$ cat src/rtl/mem_lsu.sv
// mem_lsu -- load/store unit between EX and an SRAM-like data port.
//
// Accepts one memory instruction at a time from EX, issues it as a single
// request on the data_* port, and reports completion to WB as a one-cycle
// out_valid pulse carrying the extended load result.
//
// Ports
//   clk, resetn                    clock, asynchronous active-low reset
//   in_valid, in_op, in_except     EX instruction, one-hot op, pre-flagged exception
//   in_addr, in_wdata, in_rf_waddr effective address, raw store data, load target
//   flush                          kills the access in flight
//   stallreq                       holds EX and upstream stages
//   data_req, data_wr, data_size,
//   data_addr, data_wdata,
//   data_wstrb                     request side of the data port
//   data_addr_ok, data_data_ok,
//   data_rdata                     handshake and response of the data port
//   out_valid, out_rf_we,
//   out_rf_waddr, out_rdata        registered completion toward WB
module mem_lsu (
  input  logic        clk,
  input  logic        resetn,
  input  logic        in_valid,
  input  logic [7:0]  in_op,
  input  logic        in_except,
  input  logic [31:0] in_addr,
  input  logic [31:0] in_wdata,
  input  logic [4:0]  in_rf_waddr,
  input  logic        flush,
  output logic        stallreq,
  output logic        data_req,
  output logic        data_wr,
  output logic [1:0]  data_size,
  output logic [31:0] data_addr,
  output logic [31:0] data_wdata,
  output logic [3:0]  data_wstrb,
  input  logic        data_addr_ok,
  input  logic        data_data_ok,
  input  logic [31:0] data_rdata,
  output logic        out_valid,
  output logic        out_rf_we,
  output logic [4:0]  out_rf_waddr,
  output logic [31:0] out_rdata
);

  // One-hot op bit positions: {lb,lbu,lh,lhu,lw,sb,sh,sw}
  localparam int OP_LB  = 7;
  localparam int OP_LBU = 6;
  localparam int OP_LH  = 5;
  localparam int OP_LHU = 4;
  localparam int OP_LW  = 3;
  localparam int OP_SB  = 2;
  localparam int OP_SH  = 1;
  localparam int OP_SW  = 0;

  typedef enum logic [1:0] {S_IDLE, S_REQ, S_WAIT, S_DROP} state_t;

  state_t      r_state;
  logic [7:0]  r_op;
  logic [31:0] r_addr;
  logic [31:0] r_wdata;
  logic [4:0]  r_waddr;
  logic        r_out_valid;
  logic        r_out_rf_we;
  logic [4:0]  r_out_rf_waddr;
  logic [31:0] r_out_rdata;

  logic        w_accept;
  logic        w_in_req;
  logic        w_is_load;
  logic        w_is_store;
  logic [31:0] w_load_data;

  function automatic logic [1:0] f_size(input logic [7:0] op);
    if (op[OP_LB] | op[OP_LBU] | op[OP_SB])      f_size = 2'd0;
    else if (op[OP_LH] | op[OP_LHU] | op[OP_SH]) f_size = 2'd1;
    else                                         f_size = 2'd2;
  endfunction

  function automatic logic [3:0] f_wstrb(input logic [7:0] op, input logic [1:0] a);
    if (op[OP_SB])      f_wstrb = 4'b0001 << a;
    else if (op[OP_SH]) f_wstrb = a[1] ? 4'b1100 : 4'b0011;
    else if (op[OP_SW]) f_wstrb = 4'b1111;
    else                f_wstrb = 4'b0000;
  endfunction

  function automatic logic [31:0] f_wdata(input logic [7:0] op, input logic [31:0] wd);
    if (op[OP_SB])      f_wdata = {4{wd[7:0]}};
    else if (op[OP_SH]) f_wdata = {2{wd[15:0]}};
    else                f_wdata = wd;
  endfunction

  function automatic logic [31:0] f_load(input logic [7:0] op, input logic [1:0] a,
                                         input logic [31:0] rd);
    logic [7:0]  b;
    logic [15:0] h;
    b = rd[{a, 3'b000} +: 8];
    h = a[1] ? rd[31:16] : rd[15:0];
    if (op[OP_LB])       f_load = {{24{b[7]}}, b};
    else if (op[OP_LBU]) f_load = {24'd0, b};
    else if (op[OP_LH])  f_load = {{16{h[15]}}, h};
    else if (op[OP_LHU]) f_load = {16'd0, h};
    else if (op[OP_LW])  f_load = rd;
    else                 f_load = 32'd0;
  endfunction

  // Gating with resetn keeps stallreq at 0 while reset is held even though
  // the accept term looks straight at the EX inputs.
  assign w_accept   = resetn & (r_state == S_IDLE) & in_valid & (|in_op) & ~in_except & ~flush;
  assign w_in_req   = (r_state == S_REQ);
  assign w_is_load  = |r_op[7:3];
  assign w_is_store = |r_op[2:0];
  assign w_load_data = f_load(r_op, r_addr[1:0], data_rdata);

  // Drops in the data_ok cycle so EX advances on the edge that registers the result.
  assign stallreq = w_accept | w_in_req
                  | ((r_state == S_WAIT) & ~data_data_ok)
                  | ((r_state == S_DROP) & in_valid & (|in_op));

  assign data_req   = w_in_req;
  assign data_wr    = w_in_req & w_is_store;
  assign data_size  = w_in_req ? f_size(r_op) : 2'd0;
  assign data_addr  = w_in_req ? r_addr : 32'd0;
  assign data_wdata = w_in_req ? f_wdata(r_op, r_wdata) : 32'd0;
  assign data_wstrb = w_in_req ? f_wstrb(r_op, r_addr[1:0]) : 4'd0;

  assign out_valid    = r_out_valid;
  assign out_rf_we    = r_out_rf_we;
  assign out_rf_waddr = r_out_rf_waddr;
  assign out_rdata    = r_out_rdata;

  always_ff @(posedge clk or negedge resetn) begin
    if (!resetn) begin
      r_state        <= S_IDLE;
      r_op           <= 8'd0;
      r_addr         <= 32'd0;
      r_wdata        <= 32'd0;
      r_waddr        <= 5'd0;
      r_out_valid    <= 1'b0;
      r_out_rf_we    <= 1'b0;
      r_out_rf_waddr <= 5'd0;
      r_out_rdata    <= 32'd0;
    end else begin
      r_out_valid <= 1'b0;
      r_out_rf_we <= 1'b0;
      case (r_state)
        S_IDLE: begin
          if (w_accept) begin
            r_op    <= in_op;
            r_addr  <= in_addr;
            r_wdata <= in_wdata;
            r_waddr <= in_rf_waddr;
            r_state <= S_REQ;
          end
        end
        S_REQ: begin
          // Once addr_ok is seen the port owes a data_ok, so a flush must drain it.
          if (data_addr_ok)  r_state <= flush ? S_DROP : S_WAIT;
          else if (flush)    r_state <= S_IDLE;
        end
        S_WAIT: begin
          if (data_data_ok) begin
            r_state <= S_IDLE;
            if (!flush) begin
              r_out_valid    <= 1'b1;
              r_out_rf_we    <= w_is_load;
              r_out_rf_waddr <= r_waddr;
              r_out_rdata    <= w_is_load ? w_load_data : 32'd0;
            end
          end else if (flush) begin
            r_state <= S_DROP;
          end
        end
        S_DROP: begin
          if (data_data_ok) r_state <= S_IDLE;
        end
        default: r_state <= S_IDLE;
      endcase
    end
  end

endmodule

$ cat config.mk
export PLATFORM = sky130hd
export DESIGN_NAME = mem_lsu
export DESIGN_NICKNAME = d
export VERILOG_FILES = /design/src/rtl/mem_lsu.sv
export SDC_FILE = /design/constraint.sdc
export NUM_CORES = 1
export LEC_CHECK = 0
export BUFFER_PORTS_ARGS = -buffer_cell sky130_fd_sc_hd__buf_4
export CAP_MARGIN = 20
export CORE_ASPECT_RATIO = 2
export CORE_MARGIN = 4
export CORE_UTILIZATION = 40
export DETAILED_ROUTE_END_ITERATION = 10
export PLACE_DENSITY = 0.76
export REMOVE_ABC_BUFFERS = 1
export SLEW_MARGIN = 30
export SYNTH_ARGS = -nofsm -noshare
export SYNTH_HDL_FRONTEND = slang
export SYNTH_SLANG_ARGS = --single-unit
$ cat constraint.sdc
create_clock -name clk -period 1.8 [get_ports clk]
set_input_delay 0 -clock clk [delete_from_list [all_inputs] [get_ports clk]]
set_output_delay 0 -clock clk [all_outputs]
set_load 0.03 [all_outputs]
==> flow_metrics.env <==
export IMPL_p_switching_uw=7350
export IMPL_synthAdderAreaFrac=0
export IMPL_cts_buffer_depth=2
export IMPL_drc=0
export IMPL_rows=62
export IMPL_ys_flop_type="dfrtp_1"
export IMPL_syn_area_um2=5830
export IMPL_drtPass1Iterations=4
export IMPL_p_per_area_nw_per_um2=1820
export IMPL_clockRootBuffer="clkbuf_16"
export IMPL_synth_top_area_share=0.507
export IMPL_antenna_found_initial=0
export IMPL_cpLargestDelayFamily="multiplexers"
export IMPL_max_freq_mhz=564
export IMPL_portBuffers=227
export IMPL_vias=5508
export IMPL_synth_simple_area_share=0.142
export IMPL_via_per_inst=5.05
export IMPL_hpwl_um=13300
export IMPL_routedWlPerCell_um=18.9
export IMPL_clkPwrFrac=0.197
export IMPL_cts_tree="built"
export IMPL_hold_viol=0
export IMPL_dp_slack_ns=0.0935
export IMPL_start_kind="flop"
export IMPL_yosysMostFrequentCell="dfrtp_1"
export IMPL_crit_chain="buf_4 -> o21ai_0 -> buf_4 -> mux2_2 -> mux2i_1 -> o31ai_1"
export IMPL_fillCellCount=1009
export IMPL_p_comb_frac=0.518
export IMPL_critPathMaxFanout=9
export IMPL_seqPwrFrac=0.284
export IMPL_cts_buffers=17
export IMPL_drt_iter0_markers=202
export IMPL_clock_latency_ns=0.40
export IMPL_ys_async_sr_fraction=1.00
export IMPL_required_ns=2.08
export IMPL_routed_wirelength_um=20600
export IMPL_slowest_delay_ns=0.43
export IMPL_synth_area_top_cells="dfrtp_1 51%, mux2_2 14%, mux2i_1 7.2%"
export IMPL_synth_area_mux_share=0.230
export IMPL_grtUsageTotal=0.243
export IMPL_clock_sinks=118
export IMPL_register_area_um2=2960
export IMPL_core_area_um2=14400
export IMPL_grt_pass1_vias=6073
export IMPL_nets=1002
export IMPL_synth_compound_area_frac=0.0861
export IMPL_slew_viol_final=0
export IMPL_p_int_uw=10300
export IMPL_period_needed_ns=1.77
export IMPL_max_cap_violations=0
export IMPL_antenna_cells=0
export IMPL_avgSynthCellArea_um2=10.9
export IMPL_grt_max_degree=119
export IMPL_ir_worst_vdd_mv=1.23
export IMPL_multi_input_area_um2=2720
export IMPL_drive_gt1_frac=0.427
export IMPL_post_route_period_util=0.985
export IMPL_path_buf_inv=2
export IMPL_ios=228
export IMPL_synth_seq_cells=118
export IMPL_synth_xor_area_share=0
export IMPL_dpl_cell_count=942
export IMPL_synthTopCellsByCount="118 x dfrtp_1, 71 x mux2_2, 66 x nor2_1"
export IMPL_initial_core_util=0.406
export IMPL_slew_headroom=0.572
export IMPL_dieWidth_um=93.3
export IMPL_worst_setup_path_end_kind="flop"
export IMPL_status="finished clean"
export IMPL_drtAntennaViolNets=0
export IMPL_p_leak_uw=0.00469
export IMPL_timing_final_ws_setup_ns=0.0263
export IMPL_path_common_cell="buf_4"
export IMPL_die_h_um=179
export IMPL_overflow=0
export IMPL_path_class="flop to flop"
export IMPL_hold_slack_ns=0.0230
export IMPL_crit_path_top_delay_cell="dfrtp_2"
export IMPL_yosysSeqAreaShare=0.507
export IMPL_dieArea_um2=16700
export IMPL_grt_pass1_wl_um=31000
export IMPL_cts_max_level=4
export IMPL_hold_path_class="primary input to flop"
export IMPL_synth_enable_flop_cells=0
export IMPL_synth_top_family_by_area="multiplexers"
export IMPL_tightest_slew_ns=0.641
export IMPL_syn2layout_area_growth_pct=65.9
export IMPL_clkTransAtPathRegs_ns=0.05
export IMPL_rsz0062_at_grt="yes"
export IMPL_design_area_um2=9670
export IMPL_ys_types=37
export IMPL_place_congestion=0.821
export IMPL_synth_top_cell_by_area="dfrtp_1"
export IMPL_skew_ns=0.00684
export IMPL_ys_warn_count=0
export IMPL_setup_viol=0
export IMPL_layout_cells_non_filler=1090
export IMPL_synth_cells=534
export IMPL_crit_arrival_ns=2.06
export IMPL_placed_area_um2=7820
export IMPL_switching_share=0.418
layer usage:
layer  vias up  wire, µm  global-route usage
li1       2536         -                   -
met1      2644      6950               0.243
met2       251     11400               0.443
met3        77      1180              0.0571
met4         0      1070               0.149
met5         -         0                   0
worst paths after layout:
check                                              end  slack [ns]  cells past startpoint                    from
max in group asynchronous       r_state[1]$_DFFE_PN0P_        0.95                      3                  resetn
setup reg to reg              out_rdata[7]$_DFFE_PN0P_        0.03                      6     r_op[5]$_DFFE_PN0P_
min in group asynchronous          r_op[5]$_DFFE_PN0P_        0.33                      3                  resetn
hold / removal               out_rdata[10]$_DFFE_PN0P_        0.02                      4          data_rdata[10]
hold reg to reg            out_rf_waddr[4]$_DFFE_PN0P_        0.47                      2  r_waddr[4]$_DFFE_PN0P_
setup / recovery              out_rdata[7]$_DFFE_PN0P_        0.03                      6     r_op[5]$_DFFE_PN0P_
layout by cell type (no fill, tap or decap), types with 5 or more instances in the layout:
| cell type | count |
|---|---|
| o22a_1 | 15 |
| o21ai_0 | 5 |
| a21oi_1 | 50 |
| dfrtp_1 | 114 |
| buf_12 | 5 |
| nor2_1 | 63 |
| nand2_1 | 54 |
| mux2i_1 | 42 |
| mux2_4 | 8 |
| mux2_2 | 71 |
| dlygate4sd3_1 | 108 |
| clkbuf_16 | 19 |
| and2_1 | 41 |
| buf_4 | 246 |
timing repair:
item,CTS,global route
setup buffers,0,7
cloned,0,2
hold endpoints to repair,223,0
gates resized for setup,4,16
pin swaps,0,3
hold buffers,108,0
endpoints found under the setup margin,30,42
sequential cells by signal, summed over array words and instances, names as in the netlist:
name and cells:
r_waddr 5, r_addr 32, r_state 2, out_rf_we 1, out_rdata 32, out_valid 1, r_wdata 32, out_rf_waddr 5
r_op 8
worst min-delay path: stages:
cell and delay [ns]:
buf_4 0.10, mux2i_1 0.07, nor2_1 0.09, o22a_1 0.12
power by group through the flow:
stage / registers [µW] / clock network, µW / logic, µW
floorplan: 5670 / 0 / 4450
global placement: 4850 / 0 / 8370
detailed placement: 4950 / 0 / 8580
CTS: 4930 / 3510 / 8830
global route: 5130 / 3680 / 9700
finish: 5010 / 3470 / 9120
per-stage QoR:
stage / setup TNS [ns] / power, µW / utilization
after detailed placement: 0 / 13500 / 0.545
after floorplan: -122.89 / 10100 / -
after CTS: 0 / 17300 / 0.663
final: 0 / 17600 / 0.673
after global routing: -0.0415 / 18500 / 0.673
after global placement: 0 / 13200 / 0.545
final cells by class:
| type | count | share of cell area |
|---|---|---|
| multi-input cells | 379 | 0.281 |
| flip-flops and latches | 118 | 0.306 |
| clock buffers | 21 | 0.0456 |
| well taps | 192 | 0.0249 |
| inverters | 4 | 0.00155 |
| clock inverters | 10 | 0.0161 |
| repair buffers | 366 | 0.325 |
cell families (layout without fill, tap and decap cells):
kind of cell           count (synthesis)  after routing
AOI/OAI and AO/OA                     81             81
and+or+nand+nor                      177            177
buffers and inverters                 37            401
DFF                                  118            118
muxes                                121            121
No activity file was read; power rests on OpenSTA's default activity.
